File: src/rtl/mem_b_arbiter.sv
// rtl/mem_b_arbiter.sv - port-B arbiter for VGA fetch, SNES button mirror and CPU load/store
module mem_b_arbiter #(
  parameter int unsigned ADDR_W      = 10,
  parameter int unsigned DATA_W      = 16,
  parameter int unsigned BTN_ADDR    = 'h3FF,
  parameter int unsigned MAX_VGA_RUN = 4
) (
  input  logic              clk,
  input  logic              reset,
  input  logic              vga_req,
  input  logic [ADDR_W-1:0] vga_addr,
  output logic              vga_gnt,
  output logic              vga_rvalid,
  output logic [DATA_W-1:0] vga_rdata,
  input  logic              cpu_req,
  input  logic              cpu_we,
  input  logic [ADDR_W-1:0] cpu_addr,
  input  logic [DATA_W-1:0] cpu_wdata,
  output logic              cpu_gnt,
  output logic              cpu_rvalid,
  output logic [DATA_W-1:0] cpu_rdata,
  input  logic              btn_update,
  input  logic [11:0]       btn_data,
  output logic              btn_pending,
  output logic [ADDR_W-1:0] mem_addr_b,
  output logic [DATA_W-1:0] mem_data_b,
  output logic              mem_we_b,
  input  logic [DATA_W-1:0] mem_q_b
);

  localparam int unsigned       RUN_W   = $clog2(MAX_VGA_RUN + 1);
  localparam logic [ADDR_W-1:0] BTN_A   = ADDR_W'(BTN_ADDR);
  localparam logic [RUN_W-1:0]  RUN_MAX = RUN_W'(MAX_VGA_RUN);
  localparam logic              LOW_CPU = 1'b0;
  localparam logic              LOW_BTN = 1'b1;

  logic [RUN_W-1:0] vga_run_q, vga_run_d;
  logic             last_low_q, last_low_d;
  logic             btn_pending_q, btn_pending_d;
  logic [11:0]      btn_word_q, btn_word_d;
  logic             vga_rvalid_q, vga_rvalid_d;
  logic             cpu_rvalid_q, cpu_rvalid_d;

  logic low_req;
  logic vga_win;
  logic cpu_win;
  logic btn_win;

  // Pick at most one winner: VGA first unless its run budget is spent while a low request waits
  always_comb begin
    low_req = cpu_req | btn_pending_q;
    vga_win = 1'b0;
    cpu_win = 1'b0;
    btn_win = 1'b0;
    if (reset) begin
      if (vga_req && !(low_req && (vga_run_q == RUN_MAX))) begin
        vga_win = 1'b1;
      end else if (cpu_req && btn_pending_q) begin
        if (last_low_q == LOW_CPU) begin
          btn_win = 1'b1;
        end else begin
          cpu_win = 1'b1;
        end
      end else if (cpu_req) begin
        cpu_win = 1'b1;
      end else if (btn_pending_q) begin
        btn_win = 1'b1;
      end
    end
  end

  // Steer the winner onto port B; an idle port drives all zeros
  always_comb begin
    mem_we_b   = 1'b0;
    mem_addr_b = '0;
    mem_data_b = '0;
    if (vga_win) begin
      mem_addr_b = vga_addr;
    end else if (cpu_win) begin
      mem_we_b   = cpu_we;
      mem_addr_b = cpu_addr;
      mem_data_b = cpu_wdata;
    end else if (btn_win) begin
      mem_we_b   = 1'b1;
      mem_addr_b = BTN_A;
      mem_data_b = DATA_W'(btn_word_q);
    end
  end

  // Next state: VGA run length, round-robin pointer, button mailbox, read-return flags
  always_comb begin
    vga_run_d = '0;
    if (vga_win) begin
      vga_run_d = (vga_run_q == RUN_MAX) ? RUN_MAX : vga_run_q + 1'b1;
    end
    last_low_d = last_low_q;
    if (cpu_win) begin
      last_low_d = LOW_CPU;
    end else if (btn_win) begin
      last_low_d = LOW_BTN;
    end
    // A fresh sample always wins over a same-cycle grant, which already used the old word
    btn_word_d    = btn_word_q;
    btn_pending_d = btn_pending_q;
    if (btn_update) begin
      btn_word_d    = btn_data;
      btn_pending_d = 1'b1;
    end else if (btn_win) begin
      btn_pending_d = 1'b0;
    end
    vga_rvalid_d = vga_win;
    cpu_rvalid_d = cpu_win & ~cpu_we;
  end

  // State registers with synchronous active-low reset
  always_ff @(posedge clk) begin
    if (!reset) begin
      vga_run_q     <= '0;
      last_low_q    <= LOW_CPU;
      btn_pending_q <= 1'b0;
      btn_word_q    <= '0;
      vga_rvalid_q  <= 1'b0;
      cpu_rvalid_q  <= 1'b0;
    end else begin
      vga_run_q     <= vga_run_d;
      last_low_q    <= last_low_d;
      btn_pending_q <= btn_pending_d;
      btn_word_q    <= btn_word_d;
      vga_rvalid_q  <= vga_rvalid_d;
      cpu_rvalid_q  <= cpu_rvalid_d;
    end
  end

  // Grants and returns; rvalid is masked while reset is held so an in-flight read is dropped
  always_comb begin
    vga_gnt     = vga_win;
    cpu_gnt     = cpu_win;
    vga_rvalid  = vga_rvalid_q & reset;
    cpu_rvalid  = cpu_rvalid_q & reset;
    vga_rdata   = mem_q_b;
    cpu_rdata   = mem_q_b;
    btn_pending = btn_pending_q;
  end

endmodule

File: config.mk
export PLATFORM = sky130hd
export DESIGN_NAME = mem_b_arbiter
export DESIGN_NICKNAME = d
export VERILOG_FILES = /design/src/rtl/mem_b_arbiter.sv
export SDC_FILE = /design/constraint.sdc
export NUM_CORES = 1
export LEC_CHECK = 0
export ABC_AREA = 1
export CORE_MARGIN = 8
export CORE_UTILIZATION = 30
export CTS_CLUSTER_DIAMETER = 50
export CTS_CLUSTER_SIZE = 24
export DETAILED_ROUTE_END_ITERATION = 8
export PLACE_DENSITY_LB_ADDON = 0.25
export SYNTH_ARGS = -nofsm -noshare
export SYNTH_HDL_FRONTEND = slang
export SYNTH_SLANG_ARGS = --single-unit
export TNS_END_PERCENT = 1
File: constraint.sdc
create_clock -name clk -period 1.88 [get_ports clk]
set_input_delay 0.376 -clock clk [delete_from_list [all_inputs] [get_ports clk]]
set_output_delay 0.376 -clock clk [all_outputs]
set_load 0.01 [all_outputs]
==> impl_metrics.json <==
{
  "clkTransAtPathRegs_ns": 0.07,
  "root_buffer": "clkbuf_8",
  "final_cell_mix": "54 x clkdlybuf4s50_1, 37 x nand2_1, 30 x nor2_1, 20 x buf_6, 18 x nand2_2",
  "synth_cells": 214,
  "drv_slew": 0,
  "dr.first_iter.drc_count": 46,
  "h-tree-depth": 1,
  "layout.nets": 361,
  "io_pins": 134,
  "clkLatencyLatePin_ns": 0.25,
  "fin_crit_sh_pct": 107,
  "worst-endpoint-required_ns": 1.50,
  "clock_sinks": 19,
  "leakagePower_nw": 1.22,
  "maxSlewHeadroom_pct": 72.4,
  "violations": "negative setup slack",
  "grtUsageMet1_pct": 14.5,
  "area_growth_syn_to_layout_pct": 77.8,
  "core_area_um2": 4350,
  "rows": 24,
  "fin_crit_ns": 2.01,
  "hpwlAfterDp_um": 3600,
  "use_met2_pct": 25.4,
  "syn_avg_cell_area_um2": 6.36,
  "setup_viol": 27,
  "vdd_ir_drop_max_mv": 0.348,
  "antenna_found_initial": 0,
  "ys_types": 19,
  "die_area_um2": 6940,
  "cts_buffer_depth": 2,
  "wirelength_um": 4940,
  "vias": 1535,
  "finalHoldViolations": 0,
  "grt.overflow.total": 0,
  "timing.hold.ws_ns": 0.484,
  "io_buffers": 85,
  "grt_usage_pct": 13.7,
  "tns_ns": -2.34,
  "drc": 0,
  "grt_pass1_vias": 1615,
  "arrival_ns": 1.64,
  "cts_tree": "done",
  "rsz0062_at_grt": "true",
  "firstDrtPassIters": 4,
  "grt_pass1_wl_um": 8020,
  "ys_ff_latch": 19,
  "cp-end-kind": "output port",
  "start_kind": "flip-flop",
  "layout_commonest_cell": "clkdlybuf4s50_1",
  "tightest_slew_ns": 0.413,
  "cts_buffers": 3,
  "ys_seq_area_share_pct": 28.0,
  "use_met3_pct": 3.52,
  "initial_core_util_pct": 31.2,
  "max_freq_ghz": 0.496,
  "ant_nets": 0,
  "setup_ws_ns": -0.134,
  "finalPower_mw": 1.12,
  "hp-class": "reg2reg",
  "synth_warnings": 0,
  "grt_max_degree": 14,
  "die_h_um": 83.3,
  "fp.dieW_um": 83.3,
  "critical_path_class": "reg2out",
  "p_per_area_nw_per_um2": 464,
  "drive_above_1_share_pct": 38.5,
  "busiest_layer": "met2",
  "diodes": 0,
  "avgViaCountPerCell": 4.51,
  "status": "finished with violations",
  "wl_per_cell_um": 14.5,
  "synth_area_um2": 1360,
  "fin_worst_skew_ns": 0.000483,
  "routabilityCongestion": 0.774,
  "max-cap-violations": 0,
  "syn_nets": 286,
  "path_max_fanout": 6
}
[report_power, final]
part | internal, mW | switching (mW)
registers | 0.427 | 0.0144
logic | 0.230 | 0.168
clock network | 0.147 | 0.134
[final cells by class]
| type | count | area, µm² |
|---|---|---|
| fill | 418 | 1940 |
| timing repair buffer | 111 | 1040 |
| multi-input combinational | 136 | 790 |
| sequential | 19 | 383 |
| inverter | 16 | 77.6 |
| tap | 52 | 65.1 |
| clock buffer | 3 | 41.3 |
| timing repair inverter | 2 | 13.8 |
| clock inverter | 1 | 5.00 |
[per-stage QoR]
step / util (%) / worst slack (ns) / cell area (µm²) / std cells
CTS: 53.5 / -0.216 / 2330 / 339
global placement: 48.6 / -0.608 / 2120 / 325
detailed placement: 48.6 / -0.642 / 2120 / 325
floorplan: - / 0.201 / 1360 / 214
global route: 55.5 / -0.231 / 2420 / 340
finish: 55.5 / -0.134 / 2420 / 340
[registers in the layout, indices dropped and copies added, names as in the netlist]
name          flops
vga_rvalid_q      1
last_low_q        1
cpu_rvalid_q      1
btn_word_q       12
btn_pending       1
vga_run_q         3
[cells in the mapped netlist]
library cell	number	area (µm²)
a21oi_1	1	5.00
buf_2	3	15.0
buf_4	36	270
clkbuf_1	4	15.0
dfxtp_1	19	380
ha_1	2	25.0
inv_1	12	45.0
inv_2	4	15.0
nand2_1	60	225
nand2_4	1	11.3
nand3_1	10	50.1
nand3_4	1	17.5
nand4_1	10	62.6
nor2_1	35	131
nor2_2	1	6.26
o21a_1	1	7.51
o21ai_0	12	60.1
o21ai_2	1	8.76
xor2_1	1	8.76
[routing by layer]
layer,vias up,part of all wire (%)
li1,786,-
met2,47,54
met3,16,5.4
met4,0,1.5
met5,-,0
met1,686,39
[worst paths after layout]
check                           depth (start not counted)  slack, ns          from       endpoint
worst min-delay path                                    2       0.48    last_low_q     last_low_q
worst min register to register                          2       0.48    last_low_q     last_low_q
worst max register to register                         12       0.38  vga_run_q[0]     last_low_q
worst max-delay path                                   12      -0.13  vga_run_q[0]  mem_data_b[5]
[repair_timing]
item,4_1_cts,5_1_grt
gates resized for setup,172,26
endpoints found under the setup margin,31,29
hold buffers,0,0
buffers inserted,8,1
cloned,2,1
pin swaps,22,15
[cell families after synthesis]
kind of cell,share of synthesized area [%]
flops,28.0
simple gates,37.1
fa+ha+maj,1.84
xor+xnor,0.644
compound gates,5.98
buf+inv,26.5
[critical path, stage by stage, from the launching register on]
cell and delay (ns):
dfxtp_2 0.33, inv_2 0.06, ha_4 0.14, nand2_4 0.06, inv_4 0.07, nand2_4 0.06, nand2_8 0.09, nand3_4 0.13
inv_8 0.11, buf_12 0.11, nand2_1 0.04, nand2_1 0.05, buf_2 0.12
No activity file was read; power rests on OpenSTA's default activity.
